## config.mk

```make
export PLATFORM = sky130hd
export DESIGN_NAME = fxp_div_pipe
export DESIGN_NICKNAME = d
export VERILOG_FILES = /design/src/rtl/fxp_div_pipe.sv
export SDC_FILE = /design/constraint.sdc
export NUM_CORES = 2
export LEC_CHECK = 0
export BUFFER_PORTS_ARGS = -buffer_cell sky130_fd_sc_hd__buf_2
export CAP_MARGIN = 20
export CORE_AREA = 2 2 382 384
export CTS_BUF_LIST = sky130_fd_sc_hd__clkbuf_4 sky130_fd_sc_hd__clkbuf_8 sky130_fd_sc_hd__clkbuf_16
export CTS_CLUSTER_DIAMETER = 30
export DETAILED_ROUTE_END_ITERATION = 12
export DIE_AREA = 0 0 384 386
export PLACE_DENSITY = 0.79
export SETUP_SLACK_MARGIN = 0.05
export SKIP_LAST_GASP = 1
export SYNTH_ARGS = -nofsm -noshare
export SYNTH_HDL_FRONTEND = slang
export SYNTH_SLANG_ARGS = --single-unit
```

## constraint.sdc

```tcl
create_clock -name clk -period 16.28 [get_ports clk]
set_input_delay 0.814 -clock clk [delete_from_list [all_inputs] [get_ports clk]]
set_output_delay 0.814 -clock clk [all_outputs]
set_load 0.01 [all_outputs]
```

## src/rtl/fxp_div_pipe.sv

```systemverilog
`default_nettype none
// +--------------------------------------------------------------------------+
// | Module   : fxp_div_pipe                                                  |
// | Purpose  : Fully pipelined signed fixed-point divider Q = A / B for      |
// |            Q(WIDTH-Q_BITS).Q_BITS operands. Non-restoring radix-2 core,  |
// |            BITS_PER_STAGE quotient bits per stage, one result per clock, |
// |            global-stall backpressure, tag pass-through, saturation on    |
// |            overflow and divide-by-zero flagging.                         |
// | Ports    : clk, reset (sync, active-low)                                 |
// |            in_valid/in_ready/in_a/in_b/in_tag   operand side            |
// |            out_valid/out_ready/out_q/out_tag    result side             |
// |            out_ovf (saturated), out_dz (divisor zero)                    |
// | Options  : FXP_DIV_ROUND_EN - one guard iteration, round half away from  |
// |            zero. Undefined: truncate toward zero.                        |
// | Notes    : Q_BITS must be >= 1.                                          |
// | Revision : 1.0 - initial release                                         |
// +--------------------------------------------------------------------------+
module fxp_div_pipe #(
  parameter int WIDTH          = 16,
  parameter int Q_BITS         = 12,
  parameter int BITS_PER_STAGE = 4,
  parameter int TAG_W          = 4
) (
  input  logic             clk,
  input  logic             reset,
  input  logic             in_valid,
  output logic             in_ready,
  input  logic [WIDTH-1:0] in_a,
  input  logic [WIDTH-1:0] in_b,
  input  logic [TAG_W-1:0] in_tag,
  output logic             out_valid,
  input  logic             out_ready,
  output logic [WIDTH-1:0] out_q,
  output logic [TAG_W-1:0] out_tag,
  output logic             out_ovf,
  output logic             out_dz
);

`ifdef FXP_DIV_ROUND_EN
  localparam int RND = 1;
`else
  localparam int RND = 0;
`endif
  localparam int N      = WIDTH + Q_BITS + RND;
  localparam int STAGES = (N + BITS_PER_STAGE - 1) / BITS_PER_STAGE;

  localparam logic [WIDTH-1:0] Q_MAX   = {1'b0, {(WIDTH-1){1'b1}}};
  localparam logic [WIDTH-1:0] Q_MIN   = {1'b1, {(WIDTH-1){1'b0}}};
  // Largest magnitudes representable for positive / negative results.
  localparam logic [N-1:0]     POS_LIM = {{(N-WIDTH+1){1'b0}}, {(WIDTH-1){1'b1}}};
  localparam logic [N-1:0]     NEG_LIM = {{(N-WIDTH){1'b0}}, 1'b1, {(WIDTH-1){1'b0}}};

  // Global stall: the whole pipe moves only when the output slot is free.
  logic advance;
  logic out_valid_q;
  assign advance  = !out_valid_q || out_ready;
  assign in_ready = advance;

  // Operand conditioning. Unary minus of MIN yields MIN, which read as an
  // unsigned magnitude is exactly 2^(WIDTH-1).
  logic             a_neg_d;
  logic             b_neg_d;
  logic [WIDTH-1:0] a_mag_d;
  logic [WIDTH-1:0] b_mag_d;
  assign a_neg_d = in_a[WIDTH-1];
  assign b_neg_d = in_b[WIDTH-1];
  assign a_mag_d = a_neg_d ? -in_a : in_a;
  assign b_mag_d = b_neg_d ? -in_b : in_b;

  // Index 0 is the input register, 1..STAGES the iteration stages.
  logic [STAGES:0]              vld_q;
  logic [STAGES:0]              sgn_q;
  logic [STAGES:0]              dz_q;
  logic [STAGES:0]              az_q;
  logic [STAGES:0]              an_q;
  logic [STAGES:0][TAG_W-1:0]   tag_q;
  logic [STAGES:0][N-1:0]       quo_q;
  logic [STAGES:0][N-1:0]       quo_d;
  // The final stage's remainder is never needed, so it is not stored.
  logic [STAGES-1:0][N:0]       rem_q;
  logic [STAGES-1:0][N:0]       rem_d;
  logic [STAGES-1:0][N-1:0]     div_q;

  // Quotient register starts out holding the scaled dividend; its bits are
  // shifted into the remainder one per iteration.
  assign quo_d[0] = {a_mag_d, {(Q_BITS+RND){1'b0}}};
  assign rem_d[0] = '0;

  generate
    for (genvar s = 1; s <= STAGES; s++) begin : g_stage
      localparam int FIRST = (s - 1) * BITS_PER_STAGE;
      localparam int NS    = ((N - FIRST) < BITS_PER_STAGE) ? (N - FIRST) : BITS_PER_STAGE;
      // Last iteration overall only needs the sign of its new remainder.
      localparam int NR    = (s == STAGES) ? (NS - 1) : NS;

      logic [NR:0][N:0]   r_w;
      logic [NS:0][N-1:0] q_w;

      assign r_w[0] = rem_q[s-1];
      assign q_w[0] = quo_q[s-1];

      for (genvar j = 0; j < NS; j++) begin : g_step
        logic [N:0] sh_w;
        logic       qb_w;
        assign sh_w = {r_w[j][N-1:0], q_w[j][N-1]};
        // Quotient bit is 1 when the new remainder is non-negative.
        assign qb_w = r_w[j][N] ? ($signed(sh_w) >= -$signed({1'b0, div_q[s-1]}))
                                : ($signed(sh_w) >=  $signed({1'b0, div_q[s-1]}));
        assign q_w[j+1] = {q_w[j][N-2:0], qb_w};
        if (j < NR) begin : g_rem
          assign r_w[j+1] = r_w[j][N] ? (sh_w + {1'b0, div_q[s-1]})
                                      : (sh_w - {1'b0, div_q[s-1]});
        end
      end

      assign quo_d[s] = q_w[NS];
      if (s < STAGES) begin : g_fwd
        assign rem_d[s] = r_w[NR];
      end
    end
  endgenerate

  always_ff @(posedge clk) begin
    if (!reset) begin
      vld_q <= '0;
    end else if (advance) begin
      vld_q    <= {vld_q[STAGES-1:0], in_valid};
      sgn_q    <= {sgn_q[STAGES-1:0], a_neg_d ^ b_neg_d};
      dz_q     <= {dz_q[STAGES-1:0], (in_b == '0)};
      az_q     <= {az_q[STAGES-1:0], (in_a == '0)};
      an_q     <= {an_q[STAGES-1:0], a_neg_d};
      tag_q    <= {tag_q[STAGES-1:0], in_tag};
      quo_q    <= quo_d;
      rem_q    <= rem_d;
      div_q[0] <= {{(N-WIDTH){1'b0}}, b_mag_d};
      for (int s = 1; s < STAGES; s++) begin
        div_q[s] <= div_q[s-1];
      end
    end
  end

  // Fix-up stage: applies the guard bit (if any) to the raw magnitude.
  logic             fix_vld_q;
  logic             fix_sgn_q;
  logic             fix_dz_q;
  logic             fix_az_q;
  logic             fix_an_q;
  logic [TAG_W-1:0] fix_tag_q;
  logic [N-1:0]     fix_u_q;
  logic [N-1:0]     fix_u_d;

`ifdef FXP_DIV_ROUND_EN
  assign fix_u_d = {1'b0, quo_q[STAGES][N-1:1]} + {{(N-1){1'b0}}, quo_q[STAGES][0]};
`else
  assign fix_u_d = quo_q[STAGES];
`endif

  always_ff @(posedge clk) begin
    if (!reset) begin
      fix_vld_q <= 1'b0;
    end else if (advance) begin
      fix_vld_q <= vld_q[STAGES];
      fix_sgn_q <= sgn_q[STAGES];
      fix_dz_q  <= dz_q[STAGES];
      fix_az_q  <= az_q[STAGES];
      fix_an_q  <= an_q[STAGES];
      fix_tag_q <= tag_q[STAGES];
      fix_u_q   <= fix_u_d;
    end
  end

  // Output stage: divide-by-zero handling, saturation and sign application.
  logic [WIDTH-1:0] res_d;
  logic             ovf_d;

  always_comb begin
    res_d = fix_u_q[WIDTH-1:0];
    ovf_d = 1'b0;
    if (fix_dz_q) begin
      if (fix_az_q)      res_d = '0;
      else if (fix_an_q) res_d = Q_MIN;
      else               res_d = Q_MAX;
    end else if (!fix_sgn_q && (fix_u_q > POS_LIM)) begin
      res_d = Q_MAX;
      ovf_d = 1'b1;
    end else if (fix_sgn_q && (fix_u_q > NEG_LIM)) begin
      res_d = Q_MIN;
      ovf_d = 1'b1;
    end else if (fix_sgn_q) begin
      res_d = -fix_u_q[WIDTH-1:0];
    end
  end

  logic [WIDTH-1:0] res_q;
  logic [TAG_W-1:0] tag_res_q;
  logic             ovf_q;
  logic             dzf_q;

  always_ff @(posedge clk) begin
    if (!reset) begin
      out_valid_q <= 1'b0;
      res_q       <= '0;
      tag_res_q   <= '0;
      ovf_q       <= 1'b0;
      dzf_q       <= 1'b0;
    end else if (advance) begin
      out_valid_q <= fix_vld_q;
      // Fields keep their last value across bubbles.
      if (fix_vld_q) begin
        res_q     <= res_d;
        tag_res_q <= fix_tag_q;
        ovf_q     <= ovf_d;
        dzf_q     <= fix_dz_q;
      end
    end
  end

  assign out_valid = out_valid_q;
  assign out_q     = res_q;
  assign out_tag   = tag_res_q;
  assign out_ovf   = ovf_q;
  assign out_dz    = dzf_q;

endmodule
`default_nettype wire
```

==> results.md <==
- The largest driver fanout on the critical path is 6.
- The mean cell area of the mapped netlist is approximately 8.5 um^2.
- The effective utilization at floorplan is 0.595.
- TritonCTS built the clock tree.
- The last weighted congestion value of the routability-driven placer is 1.04.
- The tightest min-delay check is of the in -> reg type.
- The synthesis-stage register bit count is approximately 570.
- The number of antenna violations at the first check in global routing came to 6.
- The DRC violation total after the first TritonRoute iteration is between 6000 and 7000.
- The overall fraction of global-route tracks in use is 0.386.
- The number of nets in the synthesized netlist is roughly 12000.
- For this design, the slowest cell found on the critical path is o41a_1.
- Summed over all nets, the half-perimeter wirelength after detailed placement is 237000 um.
- STA classifies the critical path startpoint as a flip-flop.
- Max-cap violations in this run came to 0.
- After synthesis, the most frequently instantiated cells are ha_1 (1757), nor2_1 (899), xnor2_1 (817).
- On the worst path, the slowest cell contributes a delay of 0.49 ns.
- The count of vias placed by the detailed router is 82185.
- In the routed layout, each cell is associated on average with a via count of roughly 6.6.
- After synthesis, the cell types taking the most area are ha_1 (26%), edfxtp_1 (19%), xnor2_1 (8.3%).
- The count of synthesis-stage warnings from yosys is 0.
- The longest clock path from root to sink contains 3 buffers.
- Yosys mapped the design onto 116 distinct sky130hd cell types.
- The clock reaches the later pin of the worst-skew pair after between 0.7 and 0.8 ns.
- The signal arrival time at the worst endpoint is 16.27 ns.
- The number of setup violations in the final report is 0.
- Data on the critical path is required at its endpoint by about 17 ns.
- Setup repair after global routing could not meet its margin everywhere.
- For this run the aggregate overflow at the end of global routing stands at 0.
- The end point of the most critical hold path is tag_q[1]$_DFFE_PP_.
- CTS saw 568 sinks.
- The number of synthesized flops with an enable pin is roughly 540.
- The mapped netlist covers between 80000 and 90000 um^2.
- The top-area cell type share of the netlist area is 0.256.
- The most frequent cell after synthesis is ha_1.
- Counting stages on the worst path, the most repeated cell is a21oi_2.
- For this run, the register share of the synthesized area comes to 0.195.
- The region available for standard cell placement spans 145000 um^2.
- The worst register-to-register path has a depth of 77.
- The cell count after synthesis came out at 10140.
- The number of placement rows is 140.
- The beginning of the critical path is div_q[28]$_DFFE_PP_.
- The dominant synthesized flop cell is edfxtp_1.
- In this run the register-to-register setup slack is about 0.54 ns.
- The run finished with clean final reports.
- The startpoint-to-endpoint class of the critical path is reg -> reg.
- The die height is 386 um.
- The detail route stage leaves a number of antenna-violating nets equal to 0.
- The level count of the clock H-tree is 4.
- The number of global-route vias before repair is approximately 80000.
- The final count of hold timing violations is 0.
- At the pin with the least slew margin, the transition time is 1.23 ns.
- The number of I/O port buffers is 63.
- The total detailed-routing wirelength is 296000 um.
- Of the available clock period, the critical path in the final layout requires 0.967.
- Of all cell types, the one taking the most synthesized area is ha_1.
- In this run, post-CTS hold repair placed 0 buffers.
- For this run, asynchronously set or reset flops after synthesis account for 0.
- The first-pass iteration count of the detailed router is 8.
- The minimum clock period is between 15 and 20 ns.
- The area of the die is roughly 150000 um^2.
- The global-route wire length before repair is about 450000 um.
- The finished layout holds roughly 13000 standard cells, fillers aside.
- The clock arrives with around 0.059 ns of skew.
- The net count reported at finish is around 12000.
- The largest net degree at the start of global routing is between 150 and 200.
- The horizontal die dimension is 384 um.
- The final routed DRC violation total is 0.
- The cell sitting at the root of the clock tree is a clkbuf_16.
- For this run, the top clock speed supported by timing is roughly 64 MHz.
- The worst slew margin relative to its limit is 0.173.
- In the final routed layout, each cell accounts on average for around 24 um.
- Counting instances, the worst hold path has a depth of 1.
- After detailed placement, the design holds a cell count of 12260.
- The element type at the critical path end is a flip-flop.
- The area growth from synthesis to layout is 12.2%.
- The endpoint identified for the worst register-to-register timing path is g_stage[3].r_w[28]$_DFFE_PP_.
- The hold path startpoint is in_tag[1].
- Clock tree synthesis inserted a total of around 140 buffers.
- The clock-pin slew of the registers on the worst-case setup and hold paths is approximately 0.05 ns.
- The count of pins on the block boundary is 64.
- The startpoint identified for the worst register-to-register timing path is div_q[28]$_DFFE_PP_.
- The number of slew-limit violations in the final report is 0.
- The share of final-layout standard cells stronger than drive strength 1 is 0.0921.
- For the final routed database, the setup TNS stands at 0 ns.
[metrics by stage]
stage	area (um^2)	hold slack, ns	util	setup slack (ns)
CTS	95600	0.173	0.662	0.0528
floorplan	86000	0.400	-	-0.0119
global placement	90700	0.401	0.627	-0.400
finish	96400	0.216	0.667	0.541
global route	96400	0.192	0.667	-0.285
detailed placement	90700	0.405	0.628	-0.726
[cells in the final DEF, fill, tap and decap left out, types with 56 or more instances in the layout]
| master | instances |
|---|---|
| a211oi_1 | 75 |
| a21o_1 | 385 |
| a21oi_1 | 752 |
| a31oi_1 | 75 |
| and3_1 | 76 |
| buf_2 | 65 |
| buf_4 | 406 |
| clkbuf_16 | 137 |
| edfxtp_1 | 536 |
| ha_1 | 1755 |
| inv_1 | 443 |
| mux2i_1 | 57 |
| nand2_1 | 533 |
| nand2b_1 | 190 |
| nand3_1 | 204 |
| nand4_1 | 271 |
| nor2_1 | 891 |
| nor2b_1 | 252 |
| nor3_1 | 301 |
| nor4_1 | 143 |
| o21a_1 | 226 |
| o21ai_0 | 495 |
| o21bai_1 | 105 |
| o31ai_1 | 56 |
| or3_1 | 97 |
| xnor2_1 | 810 |
| xor2_1 | 158 |
[worst max-delay path: cells and delay by family, from the launching register on]
kind	cells	cell delay (ns)
compound gates	38	7.20
xor+xnor	7	1.11
fa+ha+maj	4	1.25
buf+inv	5	0.79
flops	1	0.43
simple gates	23	4.68
[cells by family (layout without fill, tap and decap cells)]
group,count (synthesis),in the layout,synth area share
mux,65,65,0.00798
other cells,0,2,0
compound gates,2747,2747,0.208
fa+ha+maj,1786,1786,0.263
buf+inv,721,1209,0.0320
flops,568,568,0.195
xor+xnor,984,984,0.101
simple gates,3269,3269,0.193
[layout make-up]
class | count | area [um^2]
clock inverter | 97 | 1220
clock buffer | 152 | 3520
sequential | 568 | 16700
inverter | 481 | 1810
multi-input combinational | 8851 | 67200
fill | 11832 | 48100
antenna | 2 | 5.00
timing repair buffer | 479 | 3490
tap | 1917 | 2400
[how the worst max path moves through the flow]
stage | endpoint | cells after the start
floorplan | g_stage[3].r_w[28]$_DFFE_PP_ | 76
global route | g_stage[5].g_step[0].sh_w[28]$_DFFE_PP_ | 80
CTS | g_stage[5].r_w[28]$_DFFE_PP_ | 79
global placement | g_stage[3].r_w[28]$_DFFE_PP_ | 76
detailed placement | g_stage[5].r_w[28]$_DFFE_PP_ | 78
finish | g_stage[3].r_w[28]$_DFFE_PP_ | 77
[state kept, by name (all words and copies together), names as in the netlist, 4 cells and up]
register,cells
g_stage.g_step.sh_w,184
div_q,110
g_stage.q_w,108
tag_q,32
fix_u_d,28
fix_u_q,28
out_q,16
an_q,8
az_q,8
dz_q,8
sgn_q,8
vld_q,8
g_stage.r_w,6
fix_tag_q,4
out_tag,4
[routing by layer]
layer	global-route usage	vias to the layer above	routed length, um
met4	0.320	12	27700
met2	0.655	3616	139000
li1	-	38657	-
met5	0	-	80
met1	0.428	38591	110000
met3	0.0578	1309	18900
[timing repair]
item	4_1_cts	5_1_grt
pin swaps	8	81
resized for setup	33	127
setup endpoints to repair	20	36
buffers inserted	3	32
cloned	0	1
Power is left out: the tool's default activity adds up to more than one toggle a clock period on the data nets, which glitch-free logic cannot reach.
